**config.mk**
```make
export PLATFORM = sky130hd
export DESIGN_NAME = mem_line_arbiter
export DESIGN_NICKNAME = d
export VERILOG_FILES = /design/src/rtl/mem_line_arbiter.sv
export SDC_FILE = /design/constraint.sdc
export NUM_CORES = 2
export LEC_CHECK = 0
export CAP_MARGIN = 20
export CELL_PAD_IN_SITES_DETAIL_PLACEMENT = 0
export CELL_PAD_IN_SITES_GLOBAL_PLACEMENT = 2
export CORE_AREA = 2 2 614 616
export CTS_CLUSTER_DIAMETER = 30
export DETAILED_ROUTE_END_ITERATION = 16
export DIE_AREA = 0 0 616 618
export MAX_ROUTING_LAYER = met4
export PLACE_DENSITY = 0.49
export SYNTH_ARGS = -nofsm -noshare
export SYNTH_HDL_FRONTEND = slang
export SYNTH_SLANG_ARGS = --single-unit
export TNS_END_PERCENT = 10
```
**constraint.sdc**
```tcl
create_clock -name clk -period 2.6 [get_ports clk]
set_input_delay 0.52 -clock clk [delete_from_list [all_inputs] [get_ports clk]]
set_output_delay 0.52 -clock clk [all_outputs]
set_load 0.05 [all_outputs]
```
**src/rtl/mem_line_arbiter.sv**
```systemverilog
`default_nettype none
// ============================================================================
//  Module      : mem_line_arbiter
//  Description : Two-port arbiter sharing one line-granular main memory
//                between two cache controllers (port 0 typically the
//                I-cache, port 1 the D-cache). The memory is locked to one
//                requester from arbitration until mem_gnt (or until the
//                owner withdraws its request). Contention is resolved
//                round-robin against the most recently granted port.
//
//  Parameters  : LINE_ADDR_LEN - log2 of 32-bit words per line
//                ADDR_LEN      - line address width (tag + set bits)
//
//  Ports       : clk, rst                     - clock, sync active-high reset
//                pX_rd_req / pX_wr_req        - port X line read / write
//                                               request, held until pX_gnt
//                pX_addr, pX_wr_line          - port X line address / data
//                pX_rd_line                   - read line returned to port X
//                pX_gnt                       - port X transaction complete
//                mem_rd_req / mem_wr_req      - request to main memory
//                mem_addr, mem_wr_line        - address / data to memory
//                mem_rd_line, mem_gnt         - data / completion from memory
//
//  Optional    : define MEM_LINE_ARB_STATS_EN to add the stat_gnt0,
//                stat_gnt1 and stat_conflict 32-bit event counters.
//
//  Revision    : 1.0 - initial release
// ============================================================================
module mem_line_arbiter #(
    parameter int  LINE_ADDR_LEN = 3,
    parameter int  ADDR_LEN      = 9,
    localparam int LW            = 32 << LINE_ADDR_LEN
) (
    input  logic                clk,
    input  logic                rst,

    input  logic                p0_rd_req,
    input  logic                p0_wr_req,
    input  logic [ADDR_LEN-1:0] p0_addr,
    input  logic [LW-1:0]       p0_wr_line,
    output logic [LW-1:0]       p0_rd_line,
    output logic                p0_gnt,

    input  logic                p1_rd_req,
    input  logic                p1_wr_req,
    input  logic [ADDR_LEN-1:0] p1_addr,
    input  logic [LW-1:0]       p1_wr_line,
    output logic [LW-1:0]       p1_rd_line,
    output logic                p1_gnt,

    output logic                mem_rd_req,
    output logic                mem_wr_req,
    output logic [ADDR_LEN-1:0] mem_addr,
    output logic [LW-1:0]       mem_wr_line,
    input  logic [LW-1:0]       mem_rd_line,
    input  logic                mem_gnt
`ifdef MEM_LINE_ARB_STATS_EN
    ,
    output logic [31:0]         stat_gnt0,
    output logic [31:0]         stat_gnt1,
    output logic [31:0]         stat_conflict
`endif
);

    // ------------------------------------------------------------------------
    // State
    // ------------------------------------------------------------------------
    typedef enum logic [1:0] {
        IDLE = 2'd0,
        OWN0 = 2'd1,
        OWN1 = 2'd2
    } state_t;

    state_t        r_state;
    logic          r_last;          // most recently granted port
    logic [LW-1:0] r_p0_rd_line;
    logic [LW-1:0] r_p1_rd_line;

    logic          w_req0;
    logic          w_req1;
    logic          w_gnt0;
    logic          w_gnt1;

    assign w_req0 = p0_rd_req | p0_wr_req;
    assign w_req1 = p1_rd_req | p1_wr_req;

    // ------------------------------------------------------------------------
    // Memory-side pass-through and grant forwarding.
    // While reset is asserted everything toward memory and toward the caches
    // is forced quiet, so an in-flight transaction is dropped without a
    // grant escaping in the reset cycle itself.
    // A port raising both rd and wr is treated as a write; the read strobe
    // is suppressed so memory never sees both at once.
    // ------------------------------------------------------------------------
    always_comb begin
        mem_rd_req  = 1'b0;
        mem_wr_req  = 1'b0;
        mem_addr    = '0;
        mem_wr_line = '0;
        w_gnt0      = 1'b0;
        w_gnt1      = 1'b0;
        if (!rst) begin
            case (r_state)
                OWN0: begin
                    mem_wr_req  = p0_wr_req;
                    mem_rd_req  = p0_rd_req & ~p0_wr_req;
                    mem_addr    = p0_addr;
                    mem_wr_line = p0_wr_line;
                    w_gnt0      = mem_gnt;
                end
                OWN1: begin
                    mem_wr_req  = p1_wr_req;
                    mem_rd_req  = p1_rd_req & ~p1_wr_req;
                    mem_addr    = p1_addr;
                    mem_wr_line = p1_wr_line;
                    w_gnt1      = mem_gnt;
                end
                default: begin
                    // IDLE: memory stays quiet and a stray mem_gnt is dropped
                end
            endcase
        end
    end

    assign p0_gnt = w_gnt0;
    assign p1_gnt = w_gnt1;

    // Read data bypasses the holding register in the grant cycle so the
    // cache can consume it immediately; afterwards the register holds it.
    assign p0_rd_line = w_gnt0 ? mem_rd_line : r_p0_rd_line;
    assign p1_rd_line = w_gnt1 ? mem_rd_line : r_p1_rd_line;

    // ------------------------------------------------------------------------
    // Ownership FSM. Every grant or abort returns through IDLE, which gives
    // the round-robin decision a chance to serve a waiting port between two
    // back-to-back transactions of the same port (write-back then refill).
    // ------------------------------------------------------------------------
    always_ff @(posedge clk) begin
        if (rst) begin
            r_state      <= IDLE;
            r_last       <= 1'b1;   // so port 0 wins the first tie
            r_p0_rd_line <= '0;
            r_p1_rd_line <= '0;
        end else begin
            case (r_state)
                IDLE: begin
                    // On a tie the port that was not granted last wins
                    if (w_req0 && (!w_req1 || r_last)) begin
                        r_state <= OWN0;
                    end else if (w_req1) begin
                        r_state <= OWN1;
                    end
                end
                OWN0: begin
                    if (mem_gnt) begin
                        r_state      <= IDLE;
                        r_last       <= 1'b0;
                        r_p0_rd_line <= mem_rd_line;
                    end else if (!w_req0) begin
                        // owner withdrew: abort without touching r_last
                        r_state <= IDLE;
                    end
                end
                OWN1: begin
                    if (mem_gnt) begin
                        r_state      <= IDLE;
                        r_last       <= 1'b1;
                        r_p1_rd_line <= mem_rd_line;
                    end else if (!w_req1) begin
                        r_state <= IDLE;
                    end
                end
                default: begin
                    r_state <= IDLE;
                end
            endcase
        end
    end

`ifdef MEM_LINE_ARB_STATS_EN
    // ------------------------------------------------------------------------
    // Event counters, free-running modulo 2^32.
    // A conflict cycle is one where a port is made to wait on the other:
    // either the non-owner is requesting, or both request while IDLE.
    // ------------------------------------------------------------------------
    logic w_conflict;

    assign w_conflict = ((r_state == OWN0) && w_req1) ||
                        ((r_state == OWN1) && w_req0) ||
                        ((r_state == IDLE) && w_req0 && w_req1);

    always_ff @(posedge clk) begin
        if (rst) begin
            stat_gnt0     <= 32'd0;
            stat_gnt1     <= 32'd0;
            stat_conflict <= 32'd0;
        end else begin
            if (w_gnt0) begin
                stat_gnt0 <= stat_gnt0 + 32'd1;
            end
            if (w_gnt1) begin
                stat_gnt1 <= stat_gnt1 + 32'd1;
            end
            if (w_conflict) begin
                stat_conflict <= stat_conflict + 32'd1;
            end
        end
    end
`endif

endmodule
`default_nettype wire

```
# Word level (Yosys, flattened, before mapping)
# Index checks and enable logic that the tools add are counted.
# Widths: inputs -> output; s select.
totals:
  out_inout_bits: 781
  in_bits: 793
  latchBits: 0
  romBits: 0
  memories: 0
  word_cells: 50
  mem_bits_rw: 0
  reg_bits: 515
classes:
  shifts: 0
  div_mod_pow: 0
  addsub: 0
  n_mux: 24
  n_eq_ne: 7
  n_lt_le_gt_ge: 0
  reduce_logical: 9
  n_bitwise: 6
  mul: 0
ops:
  columns: ["op", "count"]
  rows:
  - ["$mux 256", 3]
  - ["$pmux 256 s2", 1]
  - ["$pmux 9 s2", 1]
  - ["$mux 2", 6]
  - ["$mux 9", 1]
  - ["$ne 3x3->1 const B", 3]
  - ["$mux 1", 8]
  - ["$pmux 1 s2", 3]
  - ["$pmux 2 s3", 1]
  - ["$reduce_and 3->1", 2]
  - ["$ne 2x2->1 const B", 2]
  - ["$reduce_and 2->1", 2]
  - ["$and 1x1->1", 2]
  - ["$eq 2x1->1 const B", 1]
  - ["$eq 2x2->1 const B", 1]
  - ["$logic_not 2->1", 1]
  - ["$not 1->1", 2]
  - ["$or 1x1->1", 2]
  - ["$reduce_bool 2->1", 1]
  - ["$logic_and 1x1->1", 1]
  - ["$logic_not 1->1", 1]
  - ["$logic_or 1x1->1", 1]

# Depth between registers and ports, before layout
logic_depth:
  depth_word: 6
  ltp_mapped: 9

# Least setup slack after synthesis
# OpenSTA, ideal clock, no wires.
synth_path:
  path_kind: "flip-flop to output port"
  startpoint: "reg r_state[1]"
  endpoint: "out mem_wr_line[115]"
  slack_ns: 0.114
  t_arrival_ns: 1.966
  n_path_buf: 3
  stages_incl_launch_ff: 8
  t_required_ns: 2.080
  cell_sequence: "dfxtp_1 -> inv_1 -> ha_1 -> buf_6 -> clkbuf_1 -> clkbuf_1 -> a22oi_1 -> nor2_1"
synth_via:
  elab_chain_len: 3
  elab_cells_between_ends: 4
  classes_between: "2 x eq/ne; 2 x mux"
synth_rtl:
  columns: ["element", "line", "source"]
  rows:
  - ["start, declared", "74", "state_t r_state;"]
  - ["start signal, assigned", "140", "r_state <= IDLE;"]
  - ["start signal, assigned", "149", "r_state <= OWN0;"]
  - ["start signal, assigned", "151", "r_state <= OWN1;"]
  - ["$eq 2x2->1 / $eq 2x1->1 (equally long branches)", "103", "case (r_state)"]
  - ["$pmux 256 s2 *", "103", null]
  - ["$mux 256 *", "102", "if (!rst) begin"]
  - ["end, declared", "54", "output logic [LW-1:0] mem_wr_line,"]
# Mark *: on every way between the ends. The rest lies on a longest branch, timed or not.

# Worst setup path in the final report
layout_path:
  startpoint: "reg r_state[0]"
  endpoint: "out mem_wr_line[17]"
# Same word-level chain as after synthesis.

==> flow_summary.json <==
{
  "status": "complete, but fails checks",
  "violations": "negative setup slack",
  "fin_area_mm2": 0.0677,
  "synth_edf_count": 0,
  "required_ns": 2.08,
  "synth_top_family_by_area": "simple AND/OR/NAND/NOR gates",
  "post_dp_cell_area_mm2": 0.0570,
  "min_from": "mem_rd_line[82]",
  "r2r_cells": 9,
  "cts.sinks": 515,
  "core.rowCount": 225,
  "antenna_left": 0,
  "gp_congestion": 1.03,
  "synth_most_common_cell": "nand2_1",
  "finalWirelength_mm": 338,
  "startpoint_type": "register",
  "synth_nets": 4699,
  "syn_area_per_cell_um2": 6.26,
  "wire_per_inst_um": 29.7,
  "worst_slack_ns": -0.770,
  "min_to": "r_p1_rd_line[82]",
  "cp_max_fo": 10,
  "power-per-cell-area_mw_per_mm2": 697,
  "root_buffer": "clkbuf_16",
  "min_path_cells": 3,
  "area_delta_synth_final_pct": 177,
  "r2r_start": "r_state[0]",
  "io-pin-count": 1574,
  "hold_path_class": "in2reg",
  "portBuffers": 1573,
  "synth_cell_types": 24,
  "slew_violations": 0,
  "period_share_pct": 130,
  "antenna_found_initial": 247,
  "crit_path_end_kind": "output pin",
  "dieArea_mm2": 0.381,
  "final_hold_viol_count": 0,
  "route.detailed.drc": 0,
  "die_y_um": 618,
  "synthTopCellsByArea": "dfxtp_1, nand2_1, a22oi_1",
  "muxShareOfSynthArea_pct": 0.0820,
  "cts_max_level": 4,
  "synth_top_flop_cell": "dfxtp_1",
  "synth_commonest_cells": "nand2_1, dfxtp_1, nor2_1, a22oi_1, clkbuf_1",
  "die_w_um": 616,
  "grt_util_all_layers_pct": 17.5,
  "route.vias.total": 36587,
  "synthSimpleGateAreaFrac_pct": 43.9,
  "drtIter0Drc": 2287,
  "netlist_instances": 3901,
  "grt_pass1_vias": 35618,
  "worst_r2r_endpoint": "r_p0_rd_line[50]",
  "maxSlewHeadroom_pct": 38.3,
  "r2r_slack_ns": 0.25,
  "worstMarginPinSlew_ns": 0.925,
  "synth_fa_ha_area_share_pct": 0.256,
  "finalSetupViolCount": 781,
  "worstSkewPairLatency_ns": 0.85,
  "clock_path_buffers": 4,
  "timing.fmax_mhz": 297,
  "core_mm2": 0.374,
  "finalPower_mw": 47.2,
  "drv_cap": 0,
  "finalNetCount": 6910,
  "synth-seq-cells": 515,
  "cts_made_buffers": 217,
  "crit_start": "r_state[0]",
  "rsz0062_at_grt": "true",
  "synth_warnings": 0,
  "grt_overflow": 0,
  "final_util_pct": 18.1,
  "async_flop_share_pct": 0,
  "cts_hold_buf": 0,
  "syn_area_mm2": 0.0244,
  "vias_per_cell": 3.21,
  "grt_max_degree": 74,
  "p_leak_nw": 30.0,
  "cts_tree": "built",
  "hpwlAfterDp_mm": 288,
  "clk_pin_slew_ns": 0.05,
  "firstDrtPassIters": 7,
  "initial_core_util_pct": 6.52,
  "synth_top_area_share_pct": 42.2,
  "crit_arrival_ns": 2.85,
  "ir_worst_vdd_v": 0.000548,
  "synth_compound_gate_area_share_pct": 8.37,
  "period_needed_ns": 3.37,
  "critPathKind": "reg2out",
  "grt_pass1_wl_mm": 414,
  "seq_area_frac_synth_pct": 42.2,
  "synth-xor-area-share_pct": 0,
  "drive_gt1_share_pct": 32.6,
  "fin_cells": 11387,
  "placed_cells": 10832,
  "synth_top_cell_by_area": "dfxtp_1",
  "pre_cts_slack_ns": -0.821,
  "finClkSkew_ns": 0.0622
}
sequential cells by signal, summed over array words and instances, names as in the netlist:
register / flops
r_p1_rd_line: 256
r_p0_rd_line: 256
r_state: 2
r_last: 1
report_power, final:
group	switching [mW]	leakage, nW	internal [mW]
clock network	7.37	3.64	18.1
logic	7.65	22.2	5.58
registers	0.191	4.17	8.33
area by class of cell:
| class | instances | area (um^2) |
|---|---|---|
| diodes | 97 | 243 |
| clock buffers | 341 | 6560 |
| clock inverters | 62 | 802 |
| fillers | 41611 | 306000 |
| inverters | 4 | 35.0 |
| multi-input cells | 3124 | 14100 |
| flip-flops and latches | 515 | 10300 |
| well taps | 4994 | 6250 |
| repair buffers | 2250 | 29400 |
cells by family after synthesis:
kind of cell	after synthesis
AND/OR/NAND/NOR	2844
flip-flops	515
AO/OA/AOI/OAI	273
buffers and inverters	262
adder cells (fa/ha/maj)	5
multiplexers	2
worst max-delay path by stage:
stage,end,depth (start not counted),slack [ns]
6_report,mem_wr_line[17],7,-0.77
3_5_place_dp,p1_rd_line[19],11,-0.82
5_1_grt,mem_wr_line[173],9,-0.81
4_1_cts,mem_wr_line[144],10,-0.82
3_3_place_gp,p0_rd_line[134],10,-0.88
2_1_floorplan,mem_wr_line[115],7,0.11
critical path, stage by stage, from the launching register on:
cell	delay, ns
dfxtp_2	0.33
buf_6	0.12
ha_4	0.18
buf_12	0.17
buf_12	0.18
a22oi_2	0.70
nor2_4	0.06
buf_12	0.19
cell usage in the layout, fill, tap and decap left out, types with 2 or more instances in the layout:
cell type | Yosys | layout
clkbuf_1 | 124 | 58
nand2_4 | 0 | 8
nor2_1 | 270 | 142
nor2_4 | 0 | 77
inv_16 | 0 | 2
a21oi_4 | 0 | 2
clkinv_2 | 0 | 39
nand2_8 | 0 | 2
clkbuf_16 | 0 | 224
nor3b_1 | 2 | 2
buf_4 | 48 | 571
nand2b_1 | 3 | 2
mux2i_1 | 2 | 2
a22oi_1 | 266 | 185
dfxtp_2 | 0 | 2
dfxtp_1 | 515 | 513
diode_2 | 0 | 97
inv_6 | 0 | 3
a22oi_2 | 0 | 81
clkbuf_8 | 0 | 66
bufbuf_16 | 0 | 8
buf_16 | 0 | 23
ha_4 | 0 | 3
buf_8 | 0 | 31
nand2_1 | 2564 | 2539
clkinv_16 | 0 | 7
bufinv_16 | 0 | 11
buf_6 | 2 | 86
buf_12 | 0 | 732
nand2_2 | 2 | 17
nor2_2 | 0 | 51
clkdlybuf4s50_1 | 0 | 792
per-stage QoR:
| stage | hold WS [ns] | TNS (ns) |
|---|---|---|
| 2_1_floorplan | 0.423 | 0 |
| 3_5_place_dp | 0.433 | -391.75 |
| 5_1_grt | 0.195 | -519.23 |
| 4_1_cts | 0.124 | -503.91 |
| 3_3_place_gp | 0.429 | -432.06 |
| 6_report | 0.242 | -385.53 |
what timing repair did:
| item | in CTS | in global routing |
|---|---|---|
| gates resized for setup | 314 | 244 |
| buffers inserted | 30 | 15 |
| hold endpoints to repair | 0 | 0 |
| gates cloned | 15 | 7 |
| setup endpoints to repair | 781 | 781 |
| pin swaps | 34 | 43 |
per-layer routing:
| layer | wire, um | global-route usage [%] |
|---|---|---|
| met5 | 0 | - |
| met4 | 8910 | 3.65 |
| met3 | 26300 | 5.57 |
| met2 | 163000 | 29.5 |
| met1 | 140000 | 20.2 |
Note: power is estimated with default switching activity, not from simulation.
